--- src/rtl/rram_pkg.sv ---
// Shared definitions for the RRAM wordline pulse sequencer.
package rram_pkg;

    localparam logic [1:0] MODE_NOP   = 2'b00;
    localparam logic [1:0] MODE_READ  = 2'b01;
    localparam logic [1:0] MODE_SET   = 2'b10;
    localparam logic [1:0] MODE_RESET = 2'b11;

    typedef enum logic [1:0] {
        IDLE    = 2'b00,
        SETUP   = 2'b01,
        PULSE   = 2'b10,
        RECOVER = 2'b11
    } state_t;

endpackage

--- src/rtl/wl_onehot_dec.sv ---
// Generalised row decoder: one-hot wordline select, all-zero when disabled
// or when the address is beyond the populated rows.
module wl_onehot_dec #(
    parameter int ADDR_W = 5,
    parameter int NUM_WL = 32
) (
    input  logic              en_i,
    input  logic [ADDR_W-1:0] addr_i,
    output logic [NUM_WL-1:0] wl_o
);

    // Compare against every populated row so out-of-range addresses match nothing.
    always_comb begin
        wl_o = '0;
        for (int unsigned i = 0; i < NUM_WL; i++) begin
            wl_o[i] = en_i && (addr_i == ADDR_W'(i));
        end
    end

endmodule

--- src/rtl/rram_wl_pulse_sequencer.sv ---
// Wordline pulse sequencer: latches one row request, then drives mode setup,
// a one-hot wordline pulse of programmable length and a recovery gap.
module rram_wl_pulse_sequencer
    import rram_pkg::*;
#(
    parameter int ADDR_W    = 5,
    parameter int NUM_WL    = 32,
    parameter int PULSE_W   = 8,
    parameter int SETUP_CYC = 2,
    parameter int GAP_CYC   = 2
) (
    input  logic               clk,
    input  logic               rst,
    input  logic               en,
    input  logic               req_valid,
    output logic               req_ready,
    input  logic [ADDR_W-1:0]  req_addr,
    input  logic [1:0]         req_mode,
    input  logic [PULSE_W-1:0] req_len,
    output logic [NUM_WL-1:0]  wl,
    output logic [1:0]         mode_out,
    output logic               busy,
    output logic               done,
    output logic               err
);

    localparam int PHASE_MAX = (SETUP_CYC > GAP_CYC) ? SETUP_CYC : GAP_CYC;
    localparam int PHASE_W   = $clog2(PHASE_MAX + 1);
    localparam int CNT_W     = (PULSE_W > PHASE_W) ? PULSE_W : PHASE_W;
    localparam logic [ADDR_W:0] NUM_WL_EXT = (ADDR_W + 1)'(NUM_WL);

    state_t             state_q, state_d;
    logic [CNT_W-1:0]   cnt_q, cnt_d, cnt_dec;
    logic [ADDR_W-1:0]  addr_q, addr_d;
    logic [1:0]         mode_q, mode_d;
    logic [PULSE_W-1:0] len_q, len_d;
    logic [NUM_WL-1:0]  wl_q, wl_d;
    logic [1:0]         mode_out_q, mode_out_d;
    logic               done_q, done_d;
    logic               err_q, err_d;
    logic               accept, illegal;

    assign req_ready = en && (state_q == IDLE);
    assign busy      = (state_q != IDLE);
    assign wl        = wl_q;
    assign mode_out  = mode_out_q;
    assign done      = done_q;
    assign err       = err_q;

    assign accept  = req_valid && req_ready;
    assign illegal = ({1'b0, req_addr} >= NUM_WL_EXT) || (req_len == '0) || (req_mode == MODE_NOP);
    assign cnt_dec = (cnt_q != '0) ? cnt_q - CNT_W'(1) : '0;

    // Wordline drive is decoded from the next state so it is registered
    // alongside the state and can never be high outside PULSE.
    wl_onehot_dec #(
        .ADDR_W (ADDR_W),
        .NUM_WL (NUM_WL)
    ) u_dec (
        .en_i   (state_d == PULSE),
        .addr_i (addr_d),
        .wl_o   (wl_d)
    );

    // Next-state, counter reload, request latch and output pulse generation.
    always_comb begin
        state_d = state_q;
        cnt_d   = cnt_q;
        addr_d  = addr_q;
        mode_d  = mode_q;
        len_d   = len_q;
        done_d  = 1'b0;
        err_d   = 1'b0;
        if (state_q != IDLE && !en) begin
            // Abort takes priority, so a final RECOVER cycle yields err without done.
            state_d = IDLE;
            cnt_d   = '0;
            err_d   = 1'b1;
        end else begin
            unique case (state_q)
                IDLE: begin
                    if (accept) begin
                        if (illegal) begin
                            err_d = 1'b1;
                        end else begin
                            state_d = SETUP;
                            cnt_d   = CNT_W'(SETUP_CYC - 1);
                            addr_d  = req_addr;
                            mode_d  = req_mode;
                            len_d   = req_len;
                        end
                    end
                end
                SETUP: begin
                    if (cnt_q == '0) begin
                        state_d = PULSE;
                        cnt_d   = CNT_W'(len_q) - CNT_W'(1);
                    end else begin
                        cnt_d = cnt_dec;
                    end
                end
                PULSE: begin
                    if (cnt_q == '0) begin
                        state_d = RECOVER;
                        cnt_d   = CNT_W'(GAP_CYC - 1);
                    end else begin
                        cnt_d = cnt_dec;
                    end
                end
                RECOVER: begin
                    if (cnt_q == '0) begin
                        state_d = IDLE;
                        done_d  = 1'b1;
                    end else begin
                        cnt_d = cnt_dec;
                    end
                end
                default: state_d = IDLE;
            endcase
        end
        mode_out_d = (state_d != IDLE) ? mode_d : MODE_NOP;
    end

    // State, counter, latched request and registered outputs.
    always_ff @(posedge clk) begin
        if (rst) begin
            state_q    <= IDLE;
            cnt_q      <= '0;
            addr_q     <= '0;
            mode_q     <= MODE_NOP;
            len_q      <= '0;
            wl_q       <= '0;
            mode_out_q <= MODE_NOP;
            done_q     <= 1'b0;
            err_q      <= 1'b0;
        end else begin
            state_q    <= state_d;
            cnt_q      <= cnt_d;
            addr_q     <= addr_d;
            mode_q     <= mode_d;
            len_q      <= len_d;
            wl_q       <= wl_d;
            mode_out_q <= mode_out_d;
            done_q     <= done_d;
            err_q      <= err_d;
        end
    end

endmodule

--- config.mk ---
export PLATFORM = sky130hd
export DESIGN_NAME = rram_wl_pulse_sequencer
export DESIGN_NICKNAME = d
export VERILOG_FILES = /design/src/rtl/rram_pkg.sv /design/src/rtl/wl_onehot_dec.sv /design/src/rtl/rram_wl_pulse_sequencer.sv
export SDC_FILE = /design/constraint.sdc
export NUM_CORES = 1
export LEC_CHECK = 0
export CAP_MARGIN = 15
export CELL_PAD_IN_SITES_DETAIL_PLACEMENT = 1
export CELL_PAD_IN_SITES_GLOBAL_PLACEMENT = 2
export CORE_ASPECT_RATIO = 1.5
export CORE_MARGIN = 2
export CORE_UTILIZATION = 30
export CTS_BUF_LIST = sky130_fd_sc_hd__clkbuf_8
export CTS_CLUSTER_SIZE = 24
export DETAILED_ROUTE_END_ITERATION = 6
export GPL_TIMING_DRIVEN = 0
export PLACE_DENSITY = 0.87
export SYNTH_ARGS = -nofsm -noshare
export SYNTH_HDL_FRONTEND = slang
export SYNTH_SLANG_ARGS = --single-unit
--- constraint.sdc ---
create_clock -name clk -period 2.48 [get_ports clk]
set_input_delay 0.248 -clock clk [delete_from_list [all_inputs] [get_ports clk]]
set_output_delay 0.248 -clock clk [all_outputs]
set_load 0.1 [all_outputs]
==> summary.md <==
| Metric | Value |
|---|---|
| Status | `finished clean` |
| Routed wire length | `9360 um` |
| Net Sw Frac | `35.0%` |
| Synth warn | `0` |
| PD cells | `about 700 mW/mm^2` |
| Post-Syn Area per Cell | `about 8 um^2` |
| Hold Crit Class | `in -> reg` |
| Share of the synthesized area in the top cell type | `43.3%` |
| Synth Area in Adders | `1.33%` |
| Clock Tree Root | `clkbuf_8` |
| First-pass GRT wire length | `14900 um` |
| Worst EP required | `2.23 ns` |
| Final clock skew | `roughly 0.008 ns` |
| Skew-Pair Late Insertion Delay | `0.35 ns` |
| Initial core utilization | `30.6%` |
| Drt first pass iters | `4` |
| Crit Path Max Fanout | `10` |
| Syn Std Cell Area | `0.00282 mm^2` |
| Sw Pwr | `0.000892 W` |
| Final core utilization | `39.6%` |
| Clk pin slew, worst setup/hold paths | `0.06 ns` |
| Clock tree from TritonCTS | `done` |
| Worst setup margin | `0.105 ns` |
| Flops & latches, synth | `61` |
| Final instance area | `0.00365 mm^2` |
| CP Launch Type | `register` |
| Tcrit/Tclk final | `95.8%` |
| Placed inst area | `0.00349 mm^2` |
| DP Worst Slack | `-0.229 ns` |
| Post-route ant nets | `0` |
| Comb power frac | `28.7%` |
| Area growth, synth to finish | `29.4%` |
| Post-Synth XOR/XNOR Area | `2.80%` |
| R2R cell count | `9` |
| Die Span Y | `123 um` |
| Antenna violations before repair | `0` |
| RSZ-0062 raised after global routing | `no` |
| Leading area contributor after synthesis | `dfxtp_1` |
| Max-slew headroom | `33.6%` |
| Drt drc | `0` |
| DIE AREA | `between 0.01 and 0.015 mm^2` |
| Antenna diodes | `0` |
| Main area contributors after synthesis | `dfxtp_1, a21oi_1, nand3_1, nand2_1, nand4_1` |
| # clock sinks | `61` |
| Slew Viols, Final | `0` |
| Die X | `about 83 um` |
| Ports | `57` |
| Register area share after synthesis | `43.3%` |
| Initial DRC Count | `86` |
| Crit end category | `output pin` |
| Total number of vias | `2825` |
| Post-DP HPWL | `7010 um` |
| Total power | `0.00255 W` |
| Via density | `5.30` |
| F_max | `421 MHz` |
| Largest family of logic cells by synthesized area | `simple AND/OR/NAND/NOR gates` |
| Slew @ Worst Pin | `0.993 ns` |
| Peak supply drop | `357 uV` |
| Data arrival time of the worst path | `2.13 ns` |
| Cells on Worst Hold Path | `3` |
| CTS Buffer Depth | `2` |
| Setup repair bufs after CTS | `0` |
| Final setup vio count | `0` |
| Wire per inst | `approximately 18 um` |
| Synth top cells by count | `dfxtp_1, a21oi_1, nand2_1` |
| Pint | `0.00165 W` |
| Synth Area in Compound Gates | `13.9%` |
| Fin crit period | `2.37 ns` |
| Total track usage | `about a fifth` |
| H-tree levels | `3` |
| Synthesized instance count | `353` |
| Post-synth EDFFs | `0` |
| Vias in the first global route | `2864` |
| Final Wtd Congestion | `0.876` |
| Setup TNS | `0 ns` |
| Asr flop ratio synth | `0%` |
| # rows | `43` |
| Syn nets | `375` |
| Final #Nets | `439` |
| Share of layout cells above drive strength 1 | `7.60%` |
| Yosys cell types | `42` |
| Pin count of the biggest net entering global routing | `11` |
| Main synth FF type | `dfxtp_1` |
| Buffers on Ports | `53` |
| Leakage | `1.27 nW` |
| Post-Synth Simple-Gate Area | `30.8%` |
| Most common cell in the synthesized netlist | `dfxtp_1` |
| CTS buffer count | `9` |
| Flop pwr share | `42.0%` |
| Hold Fails Final Rpt | `0` |
| Mux cell area share after synthesis | `approximately 2.2%` |
| Max_cap viols | `0` |
| Clock share of power | `29.3%` |
| GRT overflow | `0` |
| Core footprint | `0.00920 mm^2` |
| Critical path type | `reg -> out` |
power by group through the flow:
stage	registers (W)	clock network, W	logic (W)
finish	0.00107	0.000745	0.000732
floorplan	0.00111	0	0.000510
CTS	0.00107	0.000771	0.000734
global placement	0.00109	0	0.000722
detailed placement	0.00109	0	0.000733
global route	0.00108	0.000809	0.000806
area by class of cell:
class                           count  area, um^2
Clock inverter                      5        21.3
Fill cell                        1135        5550
Multi-Input combinational cell    256        1440
Inverter                            6        22.5
Sequential cell                    61        1220
Timing Repair Buffer               53         528
Clock buffer                       10         138
Tap cell                          112         140
Buffer                             30         138
state kept, by name (all words and copies together), names as in the netlist:
| name | flops |
|---|---|
| wl | 32 |
| cnt_q | 8 |
| len_q | 8 |
| addr_q | 5 |
| mode_out | 2 |
| mode_q | 2 |
| state_q | 2 |
| done | 1 |
| err | 1 |
kinds of logic (layout without fill, tap and decap cells):
kind of cell,after synthesis,count (layout)
xor+xnor,9,9
flops,61,61
compound gates,69,69
simple gates,169,169
fa+ha+maj,3,3
mux,6,6
buf+inv,36,104
per-stage QoR:
| step | std cells | hold WS (ns) |
|---|---|---|
| after floorplan | 353 | 0.384 |
| after global placement | 518 | 0.443 |
| after detailed placement | 518 | 0.453 |
| after CTS | 533 | 0.238 |
| after global routing | 533 | 0.266 |
| final | 533 | 0.258 |
worst max-delay path, cell delays in order (launching register included):
cell and delay (ns):
dfxtp_1 0.30, buf_2 0.17, nor2_4 0.21, and2_2 0.23
dlygate4sd2_1 0.86
repair_timing:
item	CTS	global route
hold buffers	0	0
endpoints found under the setup margin	2	0
hold endpoints to repair	0	0
gates resized for setup	2	0
final timing paths:
kind          endpoint  slack, ns         from
max          req_ready       0.11   state_q[0]
min          addr_q[1]       0.26  req_addr[1]
max reg2reg     wl[29]       0.36     cnt_q[0]
min reg2reg  mode_q[0]       0.46    mode_q[0]
layout by cell type, fill, tap and decap left out, drive strengths merged, types with 4 or more instances in the layout:
master         synthesis  layout
a21oi                 48      48
and3                   5       5
and3b                  4       4
buf                   13      13
clkbuf                17      27
clkdlybuf4s50          0      51
dfxtp                 61      61
inv                    6       9
mux2i                  5       5
nand2                 45      45
nand3                 41      41
nand4                 16      16
nor2                  20      20
nor2b                  5       5
nor3                  13      13
nor3b                  9       9
nor4                   4       4
o21ai                  7       7
xnor2                  5       5
xor2                   4       4
metal layers:
metal	GRT usage, %	routed length [um]	up-vias
met2	36.1	5080	66
met1	19.3	3660	1364
met5	0	0	-
met4	9.84	296	0
met3	4.57	318	20
li1	-	-	1375
Note: power is estimated with default switching activity, not from simulation.
